File: src/rtl/sha256_pkg.sv
// Shared SHA-256 definitions: round constants, sigma/Sigma/ch/maj helpers and
// the message-scheduler state type.
package sha256_pkg;

  typedef enum logic {
    LOAD = 1'b0,
    RUN  = 1'b1
  } sched_state_t;

  localparam logic [5:0] LAST_T = 6'd63;

  localparam logic [31:0] K_TAB [64] = '{
    32'h428a2f98, 32'h71374491, 32'hb5c0fbcf, 32'he9b5dba5,
    32'h3956c25b, 32'h59f111f1, 32'h923f82a4, 32'hab1c5ed5,
    32'hd807aa98, 32'h12835b01, 32'h243185be, 32'h550c7dc3,
    32'h72be5d74, 32'h80deb1fe, 32'h9bdc06a7, 32'hc19bf174,
    32'he49b69c1, 32'hefbe4786, 32'h0fc19dc6, 32'h240ca1cc,
    32'h2de92c6f, 32'h4a7484aa, 32'h5cb0a9dc, 32'h76f988da,
    32'h983e5152, 32'ha831c66d, 32'hb00327c8, 32'hbf597fc7,
    32'hc6e00bf3, 32'hd5a79147, 32'h06ca6351, 32'h14292967,
    32'h27b70a85, 32'h2e1b2138, 32'h4d2c6dfc, 32'h53380d13,
    32'h650a7354, 32'h766a0abb, 32'h81c2c92e, 32'h92722c85,
    32'ha2bfe8a1, 32'ha81a664b, 32'hc24b8b70, 32'hc76c51a3,
    32'hd192e819, 32'hd6990624, 32'hf40e3585, 32'h106aa070,
    32'h19a4c116, 32'h1e376c08, 32'h2748774c, 32'h34b0bcb5,
    32'h391c0cb3, 32'h4ed8aa4a, 32'h5b9cca4f, 32'h682e6ff3,
    32'h748f82ee, 32'h78a5636f, 32'h84c87814, 32'h8cc70208,
    32'h90befffa, 32'ha4506ceb, 32'hbef9a3f7, 32'hc67178f2
  };

  function automatic logic [31:0] rotr(input logic [31:0] x, input int unsigned n);
    return (x >> n) | (x << (32 - n));
  endfunction

  function automatic logic [31:0] sigma0(input logic [31:0] x);
    return rotr(x, 7) ^ rotr(x, 18) ^ (x >> 3);
  endfunction

  function automatic logic [31:0] sigma1(input logic [31:0] x);
    return rotr(x, 17) ^ rotr(x, 19) ^ (x >> 10);
  endfunction

  // Upper-case Sigma functions and ch/maj belong to the compression round.
  function automatic logic [31:0] big_sigma0(input logic [31:0] x);
    return rotr(x, 2) ^ rotr(x, 13) ^ rotr(x, 22);
  endfunction

  function automatic logic [31:0] big_sigma1(input logic [31:0] x);
    return rotr(x, 6) ^ rotr(x, 11) ^ rotr(x, 25);
  endfunction

  function automatic logic [31:0] ch(input logic [31:0] x, input logic [31:0] y,
                                    input logic [31:0] z);
    return (x & y) ^ (~x & z);
  endfunction

  function automatic logic [31:0] maj(input logic [31:0] x, input logic [31:0] y,
                                     input logic [31:0] z);
    return (x & y) ^ (x & z) ^ (y & z);
  endfunction

endpackage

File: src/rtl/sha256_sched_next.sv
// Combinational schedule expansion: W[t+16] from the 16-word window taps.
module sha256_sched_next
  import sha256_pkg::*;
(
  input  logic [31:0] w0,
  input  logic [31:0] w1,
  input  logic [31:0] w9,
  input  logic [31:0] w14,
  output logic [31:0] w16
);

  // Carries out of bit 31 are dropped: the sum is modulo 2^32.
  assign w16 = sigma1(w14) + w9 + sigma0(w1) + w0;

endmodule

File: src/rtl/sha256_msg_sched.sv
// SHA-256 message scheduler: loads 16 block words, then streams W_t/K_t/t for
// the 64 compression rounds through a sliding 16-word window.
module sha256_msg_sched
  import sha256_pkg::*;
(
  input  logic        clk,
  input  logic        rst,
  input  logic        blk_valid,
  output logic        blk_ready,
  input  logic [31:0] blk_word,
  output logic        w_valid,
  input  logic        w_ready,
  output logic [31:0] w_out,
  output logic [31:0] k_out,
  output logic [5:0]  t_out,
  output logic        w_last
);

  sched_state_t state, state_nxt;
  logic [3:0]   cnt;
  logic [5:0]   t;
  logic [31:0]  r [16];
  logic [31:0]  w_new;
  logic         blk_fire;
  logic         w_fire;

  sha256_sched_next u_next (
    .w0  (r[0]),
    .w1  (r[1]),
    .w9  (r[9]),
    .w14 (r[14]),
    .w16 (w_new)
  );

  always_ff @(posedge clk or negedge rst) begin
    if (!rst) state <= LOAD;
    else      state <= state_nxt;
  end

  always_comb begin
    state_nxt = state;
    blk_ready = 1'b0;
    w_valid   = 1'b0;
    case (state)
      LOAD: begin
        blk_ready = 1'b1;
        if (blk_valid && cnt == 4'd15) state_nxt = RUN;
      end
      RUN: begin
        w_valid = 1'b1;
        if (w_ready && t == LAST_T) state_nxt = LOAD;
      end
      default: state_nxt = LOAD;
    endcase
  end

  assign blk_fire = blk_valid && blk_ready;
  assign w_fire   = w_valid && w_ready;

  // cnt wraps to 0 on the 16th word and t wraps to 0 on the final round, so
  // both counters are already primed for the next block without extra logic.
  always_ff @(posedge clk or negedge rst) begin
    if (!rst) begin
      cnt <= 4'd0;
      t   <= 6'd0;
      for (int i = 0; i < 16; i++) r[i] <= 32'd0;
    end else if (blk_fire) begin
      r[cnt] <= blk_word;
      cnt    <= cnt + 4'd1;
      if (cnt == 4'd15) t <= 6'd0;
    end else if (w_fire) begin
      for (int i = 0; i < 15; i++) r[i] <= r[i+1];
      r[15] <= w_new;
      t     <= t + 6'd1;
    end
  end

  assign w_out  = r[0];
  assign k_out  = K_TAB[t];
  assign t_out  = t;
  assign w_last = w_valid && (t == LAST_T);

endmodule

File: config.mk
export PLATFORM = sky130hd
export DESIGN_NAME = sha256_msg_sched
export DESIGN_NICKNAME = d
export VERILOG_FILES = /design/src/rtl/sha256_pkg.sv /design/src/rtl/sha256_sched_next.sv /design/src/rtl/sha256_msg_sched.sv
export SDC_FILE = /design/constraint.sdc
export NUM_CORES = 1
export LEC_CHECK = 0
export BUFFER_PORTS_ARGS = -buffer_cell sky130_fd_sc_hd__buf_2
export CORE_MARGIN = 5
export CORE_UTILIZATION = 25
export CTS_BUF_LIST = sky130_fd_sc_hd__clkbuf_4 sky130_fd_sc_hd__clkbuf_8
export DETAILED_ROUTE_END_ITERATION = 12
export PLACE_DENSITY = 0.38
export SYNTH_ARGS = -nofsm -noshare
export SYNTH_HDL_FRONTEND = slang
export SYNTH_SLANG_ARGS = --single-unit
export TNS_END_PERCENT = 10
File: constraint.sdc
create_clock -name clk -period 5.2 [get_ports clk]
set_input_delay 0.26 -clock clk [delete_from_list [all_inputs] [get_ports clk]]
set_output_delay 0.26 -clock clk [all_outputs]
set_load 0.01 [all_outputs]
* After elaboration in Yosys (flattened, before gate mapping)
Memories as Yosys holds them, arrays and structs flattened. Cells that the tools add are included.
Storage, ports and cells: bits in registers 523, bits in latches 0, bits in writable memories 0, ROM bits 2048, input port bits 36, output and inout bits 73, logic and storage cells 65, memories 1
Operators by class: $add $sub $neg 5, multiply operators 0, div/mod/pow operators 0, order comparisons 3, equality and inequality tests 3, shift operators 0, muxes and demuxes 15, bitwise gates (word level) 11, reductions and logical operators 8
Memories:
- (name not given) | words 64, bits a word 32, read ports 1, clocked after Yosys merged registers in 0, write ports 0, line sha256_msg_sched.sv:79 | assign k_out = K_TAB[t];
Operators by type and width (number):
- 512-bit 2-to-1 mux | 2
- 512-bit bitwise mux | 1
- 32-bit demux with 4-bit select | 1
- 32-bit adder | 3
- 32-bit 2-to-1 mux | 3
- 32-bit XOR | 2
- 13-bit by 32-bit bitwise OR with 32-bit output | 1
- 14-bit by 32-bit bitwise OR with 32-bit output | 1
- 15-bit by 32-bit bitwise OR with 32-bit output | 1
- 25-bit by 32-bit bitwise OR with 32-bit output | 1
- 32-bit by 22-bit XOR with 32-bit output | 1
- 32-bit by 29-bit XOR with 32-bit output | 1
- 6-bit 2-to-1 mux | 3
- 7-bit >= comparator (second input constant) | 1
- 6-bit NOT with 7-bit output | 1
- 6-bit by 1-bit adder with 6-bit output (second input constant) | 1
- 6-bit == test (second input constant) | 1
- 1-bit logical AND | 6
- 5-bit >= comparator (second input constant) | 1
- 5-bit by 1-bit < comparator with 1-bit output (second input constant) | 1
- 4-bit NOT with 5-bit output | 1
- 4-bit by 1-bit adder with 4-bit output (second input constant) | 1
- 4-bit == test (second input constant) | 1
- 1-bit 2-to-1 mux | 4
- 5 further kinds | 5

* Longest topological paths before layout
Gate-level depths: netlist of the first run.
word-level depth 8, gate-level depth with buffers 17, mapped depth without buffers 15

* Modules after synthesis
A second synthesis of the first run with hierarchy kept.
Unflattened totals: cells, all modules 3389, area, all modules 31088.6 µm²
By module, submodules not included:
- sha256_msg_sched | times used 1, cells each 2881, area an instance 26880.8 µm², sequential area each 13087.6 µm²
- sha256_sched_next | times used 1, cells each 508, area an instance 4207.8 µm², sequential area each 0.0 µm²

* Least setup slack after synthesis of the first run
No wires, ideal clock.
path kind reg2reg, from register r[50] (netlist name), to register r[23] (netlist name), library setup time 0.135 ns, arrival time 3.572 ns, required time 5.065 ns, path slack 1.493 ns, stages on the path, launching flop included 16, path buffers 1, period minus slack after synthesis 3.707 ns, path through dfrtp_1 clkbuf_1 xnor2_1 xnor2_1 fa_1 fa_1 ha_1 fa_1 a21o_1 nand4_1 nand2_1 a31oi_1 o21ai_0 a21oi_1 xor2_1 o21ai_0
On the way: longest elaborated chain between the ends 8
Ends and longest elaborated chain:
- start: declaration | line sha256_msg_sched.sv:22 | logic [31:0] r [16];
- start signal: indexed assignment | line sha256_msg_sched.sv:68 | r[cnt] <= blk_word;
- 15-bit by 32-bit bitwise OR with 32-bit output | line sha256_pkg.sv:32 | return (x >> n) | (x << (32 - n));
- 32-bit XOR | line sha256_pkg.sv:40 | return rotr(x, 17) ^ rotr(x, 19) ^ (x >> 10);
- 32-bit by 22-bit XOR with 32-bit output (*) | line sha256_pkg.sv:40
- 32-bit adder (*) (3 in a row) | line sha256_sched_next.sv:13 | assign w16 = sigma1(w14) + w9 + sigma0(w1) + w0;
- 512-bit 2-to-1 mux (*) | line sha256_msg_sched.sv:71 | end else if (w_fire) begin
- 512-bit 2-to-1 mux (*) | line sha256_msg_sched.sv:67 | end else if (blk_fire) begin
Every way passes the cells marked *; elsewhere a longest branch is shown, timed or not. The select of a mux whose other input is x is not followed. A chain may end at the register's enable or synchronous reset.

* Worst setup path after layout of the first run
from register r[49] (netlist name), to register r[19] (netlist name)
The elaborated chain is that of the path after synthesis.

==> results of run 1 <==
-- cells in the final DEF, fill, tap and decap left out, types with 7 or more instances in the layout --
| cell | count |
|---|---|
| buf_12 | 9 |
| o31ai_1 | 12 |
| nand2b_1 | 7 |
| a22oi_1 | 29 |
| mux2i_1 | 8 |
| inv_1 | 137 |
| clkbuf_8 | 136 |
| a211oi_1 | 20 |
| buf_4 | 55 |
| a311oi_1 | 12 |
| buf_2 | 107 |
| xor2_1 | 25 |
| xnor2_1 | 122 |
| o21ai_1 | 10 |
| dfrtp_1 | 519 |
| o211ai_1 | 22 |
| ha_1 | 54 |
| fa_1 | 62 |
| nand4_1 | 8 |
| a21oi_1 | 584 |
| and3_1 | 8 |
| nor2b_1 | 16 |
| nand2_1 | 616 |
| nand3_1 | 28 |
| a21o_1 | 12 |
| o21ai_0 | 576 |
| clkbuf_4 | 41 |
| nor3_1 | 17 |
| a31oi_1 | 24 |
| nor2_1 | 549 |
-- per-layer routing --
layer / routed length (um) / share of wire
met3: 5781 / 0.044
met4: 2922 / 0.022
met5: 0 / 0
met2: 58100 / 0.44
met1: 65610 / 0.50
-- area by class of cell --
class	instances	area, um2	share of cell area
multi-input combinational	2899	15700	0.4510
sequential	523	13100	0.3762
clock buffer	177	2180	0.06260
tap	1637	2048	0.05883
timing repair buffer	174	1164	0.03342
inverter	140	525.5	0.01509
clock inverter	10	88.84	0.002551
antenna	5	12.51	0.0003594
-- worst max-delay path, stage by stage (launching register included) --
cell      delay [ns]
dfrtp_1         0.47
xor2_1          0.20
xnor2_1         0.19
fa_1            0.41
inv_1           0.08
fa_1            0.43
ha_1            0.26
fa_1            0.47
a21o_1          0.23
nand4_1         0.16
a21oi_1         0.14
o21ai_2         0.33
nand2_2         0.14
a31oi_1         0.22
xor2_1          0.18
o221ai_1        0.12
-- what timing repair did --
| item | CTS | global route |
|---|---|---|
| hold buffers | 2 | 0 |
| setup buffers | 0 | 0 |
| hold endpoints to repair | 56 | 0 |
-- registers in the layout, summed over array words and instances, names as in the netlist --
name   cells
w_out     32
state      1
cnt        4
r        480
t_out      6
-- cells by family (layout without fill, tap and decap cells) --
kind of cell | Yosys count | count (layout) | synth area share
flip-flops | 523 | 523 | 0.4228
adder cells (fa/ha/maj) | 116 | 116 | 0.06192
multiplexers | 13 | 13 | 0.006225
XOR/XNOR | 147 | 147 | 0.04159
AO/OA/AOI/OAI | 1349 | 1349 | 0.2350
AND/OR/NAND/NOR | 1274 | 1274 | 0.1618
buffers and inverters | 533 | 501 | 0.07065
other | 0 | 5 | 0
-- final timing paths --
check,startpoint,end
setup / recovery,r[49]$_DFFE_PN0P_,r[19]$_DFFE_PN0P_
hold / removal,rst,r[48]$_DFFE_PN0P_
setup reg to reg,r[49]$_DFFE_PN0P_,r[19]$_DFFE_PN0P_
hold reg to reg,r[1]$_DFFE_PN0P_,r[1]$_DFFE_PN0P_
max in group asynchronous,rst,r[262]$_DFFE_PN0P_
min in group clk,blk_word[3],w_out[3]$_DFFE_PN0P_
-- stage by stage --
stage / utilization / cell area (um2) / setup WS [ns] / std cells / hold WS [ns]
6_report: 0.2823 / 34820 / 1.024 / 5565 / 0.06362
5_1_grt: 0.2823 / 34810 / 0.7262 / 5564 / 0.05845
4_1_cts: 0.2822 / 34800 / 1.039 / 5560 / 0.005987
3_5_place_dp: 0.2637 / 32520 / 1.034 / 5371 / 0.2467
3_3_place_gp: 0.2637 / 32520 / 1.094 / 5371 / 0.2391
2_1_floorplan: - / 30950 / 1.493 / 3955 / -0.03559
==> impl_metrics.json, run 1 <==
{
  "status": "complete, no violations",
  "clk_pin_slew_ns": 0.07,
  "wirelength_um": 132400,
  "row_count": 129,
  "numPortBuffers": 108,
  "die_area_um2": 131000,
  "synth.area.top_cells": "dfrtp_1, a21oi_1, o21ai_0, nand2_1, nor2_1",
  "yosysTopAreaCellShare": 0.4228,
  "syn_area_um2": 30950,
  "clock_sinks": 523,
  "startpoint_type": "flop",
  "die_w_um": 361.9,
  "grt_max_degree": 177,
  "die_h_um": 361.9,
  "gp_congestion": 0.8640,
  "critPathMaxFanout": 5,
  "cap_violations": 0,
  "fin_crit_sh": 0.8030,
  "drt_iter0_markers": 2549,
  "drive_gt1_frac": 0.1015,
  "cts.repair.resized": 0,
  "synth_common_cells": "nand2_1, a21oi_1, o21ai_0",
  "synth_seq_cells": 523,
  "synth_ff_type": "dfrtp_1",
  "ys_warn_count": 0,
  "required_ns": 5.78,
  "grt_pass1_wl_um": 197200,
  "nFillCells": 13480,
  "first_pass_iters": 6,
  "final_nets": 3992,
  "async_flop_share": 1.000,
  "finalSetupTns_ns": 0,
  "met3_usage": 0.02162,
  "syn_area_per_cell_um2": 7.827,
  "use_met2": 0.2959,
  "track_usage": 0.1960,
  "worstPathArrival_ns": 4.76,
  "hold_violations": 0,
  "dp_hpwl_um": 86720,
  "ys_seq_area_frac": 0.4228,
  "synth_most_common_cell": "nand2_1",
  "numCtsBuffers": 102,
  "synth_edf_count": 0,
  "syn_to_final_growth_pct": 12.48,
  "hp-class": "primary input to asynchronous set/reset pin",
  "vias": 28080,
  "clk_latency_ns": 0.73,
  "grt_pass1_vias": 27730,
  "drt-wirelength-per-cell_um": 23.79,
  "coreArea_um2": 123300,
  "finalCriticalPeriod_ns": 4.176,
  "initial_utilization": 0.2510,
  "rsz0062_at_grt": "no",
  "clock_skew_ns": 0.04234,
  "num_io_pins": 109,
  "root_buffer": "clkbuf_8",
  "ant_nets": 0,
  "critical_path_class": "flop to flop",
  "tightest_slew_ns": 0.9928,
  "antenna_found_initial": 6,
  "syn_inst": 3955,
  "yosys.cell_types.count": 74,
  "fmax_mhz": 239.5,
  "htreeDepth": 3,
  "drc_errors": 0,
  "overflow": 0,
  "top_usage_layer": "met1",
  "viasPerCell": 5.045,
  "rrSetupSlack_ns": 1.02,
  "synthesis.nets": 4107,
  "r2r_cells": 15,
  "grtUsageMet1": 0.2979,
  "cp-end-kind": "flop",
  "maxSlewViolCount": 0,
  "yosysTopAreaCell": "dfrtp_1",
  "clk_path_buf_depth": 3,
  "relSlewSlack": 0.3381,
  "cts_tree": "yes",
  "setup_viol": 0
}
Power of run 1 is not shown: default switching activity piles up to over one toggle a cycle in this logic, so the estimate is an artifact.
==> inputs of run 2 (changes only) <==
- PLACE_DENSITY: 0.38 -> 0.39
- clock period: 5.2 -> 3.5 ns (I/O delays scaled with it)
==> impl_metrics.json, run 2 (synthesized netlist as in run 1, its figures left out) <==
{
  "status": "complete, but fails checks",
  "drive_gt1_frac": 0.1843,
  "clk_pin_slew_ns": 0.07,
  "syn_to_final_growth_pct": 22.67,
  "critPathMaxFanout": 5,
  "num_io_pins": 109,
  "violations": "negative setup slack",
  "row_count": 129,
  "ant_nets": 0,
  "final_cell_mix": "nand2_1, a21oi_1, o21ai_0",
  "numPortBuffers": 108,
  "clock_skew_ns": 0.07282,
  "final_util": 0.3079,
  "initial_utilization": 0.2510,
  "maxSlewViolCount": 0,
  "fin_crit_sh": 1.091,
  "slowest_stage": "fa_1",
  "drt_iter0_markers": 2940,
  "nFillCells": 13220,
  "placed_cell_area_um2": 34490,
  "largest_register": "r",
  "ff_latch_area_um2": 13120,
  "rsz0062_at_grt": "yes",
  "place_ws_ns": -0.4225,
  "dp_hpwl_um": 91970,
  "cp-end-kind": "flop",
  "instances_no_fill": 5849,
  "die_area_um2": 131000,
  "tightest_slew_ns": 1.007,
  "finalInstanceArea_um2": 37970,
  "multiInputGateArea_um2": 16490,
  "clock_sinks": 523,
  "fmax_mhz": 261.9,
  "root_buffer": "clkbuf_8",
  "setup_viol": 23,
  "antenna_found_initial": 5,
  "gp_congestion": 0.9111,
  "slowest_delay_ns": 0.52,
  "drt-wirelength-per-cell_um": 23.05,
  "clk_latency_ns": 0.77,
  "track_usage": 0.1998,
  "grt_pass1_vias": 28850,
  "finalWorstSetupSlack_ns": -0.3181,
  "die_h_um": 361.9,
  "coreArea_um2": 123300,
  "grt_max_degree": 145,
  "cts_tree": "yes",
  "final_common_cell": "nand2_1",
  "clk_path_buf_depth": 3,
  "htreeDepth": 3,
  "cp_cell_sequence": "xnor2_2 > xnor2_1 > fa_1 > inv_1 > fa_1 > inv_1 > ha_1 > buf_4 > and3_4 > nand3_4 > a21oi_4 > o21ai_2 > buf_6 > a2bb2oi_2 > mux2i_1 > a21oi_1 > a221o_1",
  "worstPathArrival_ns": 4.47,
  "overflow": 0,
  "critical_path_class": "flop to flop",
  "relSlewSlack": 0.3270,
  "required_ns": 4.15,
  "die_w_um": 361.9,
  "wirelength_um": 134800,
  "finalCriticalPeriod_ns": 3.818,
  "hp-class": "primary input to asynchronous set/reset pin",
  "viasPerCell": 4.968,
  "final_nets": 4282,
  "cap_violations": 0,
  "dp_cells": 5618,
  "drc_errors": 0,
  "hold_violations": 0,
  "numCtsBuffers": 102,
  "vias": 29060,
  "first_pass_iters": 5,
  "grt_pass1_wl_um": 201400,
  "largest_reg_flops": 480,
  "startpoint_type": "flop"
}
run 2: cell types whose count changed in the layout (fill, tap and decap cells not counted), moves of 15 or more:
cell           before  now
a21oi_1           584  569
ha_1               54   32
dfrtp_1           519  503
xnor2_2             0   36
ha_4                0   15
dfrtp_2             2   18
xnor2_1           122   82
buf_4              55  296
dlygate4sd3_1       2   33
run 2: critical path: cells and delay by family (launching register included):
kind | cells | cell delay, ns
xor+xnor | 2 | 0.32
buf+inv | 4 | 0.40
compound gates | 5 | 0.74
flops | 1 | 0.45
simple gates | 2 | 0.32
fa+ha+maj | 3 | 1.29
mux | 1 | 0.19
run 2: per-layer routing:
| layer | share of wire | up-vias | global-route usage |
|---|---|---|---|
| met5 | 0 | - | 0 |
| met4 | 0.031 | 0 | 0.06053 |
| met3 | 0.049 | 201 | 0.02497 |
| met2 | 0.44 | 882 | 0.3046 |
| met1 | 0.48 | 14440 | 0.2955 |
| li1 | - | 13540 | - |
run 2: what timing repair did:
item                                    4_1_cts  5_1_grt
pin swaps                                    39       34
gates resized for setup                      80       79
hold buffers                                 33        0
endpoints found under the setup margin       34       45
gates cloned                                  0        0
endpoints found under the hold margin       392        0
buffers inserted                              4        9
run 2: final timing paths:
| check | startpoint | endpoint | slack (ns) | cells after the start |
|---|---|---|---|---|
| max in group asynchronous | rst | t_out[4]$_DFFE_PN0P_ | 2.32 | 3 |
| max reg2reg | r[459]$_DFFE_PN0P_ | r[25]$_DFFE_PN0P_ | -0.32 | 17 |
| min | rst | r[30]$_DFFE_PN0P_ | 0.03 | 2 |
| min reg2reg | r[1]$_DFFE_PN0P_ | r[1]$_DFFE_PN0P_ | 0.48 | 2 |
| min in group clk | blk_word[6] | r[422]$_DFFE_PN0P_ | 0.08 | 3 |
| max | r[459]$_DFFE_PN0P_ | r[25]$_DFFE_PN0P_ | -0.32 | 17 |
run 2: area by class of cell:
type                       instances  area share
inverter                         140     0.01397
sequential                       523      0.3454
multi-input combinational       2899      0.4342
antenna                            2   0.0001318
timing repair buffer             464     0.09434
clock buffer                     160     0.05338
clock inverter                    24    0.004547
tap                             1637     0.05394
run 2: stage by stage:
| step | hold slack (ns) | TNS, ns |
|---|---|---|
| 2_1_floorplan | -0.1206 | -0.7460 |
| 3_3_place_gp | 0.3040 | -7.316 |
| 3_5_place_dp | 0.2948 | -7.276 |
| 4_1_cts | 0.02039 | -4.682 |
| 5_1_grt | 0.05464 | -8.813 |
| 6_report | 0.02719 | -4.573 |
Power of run 2 is left out for the same reason.
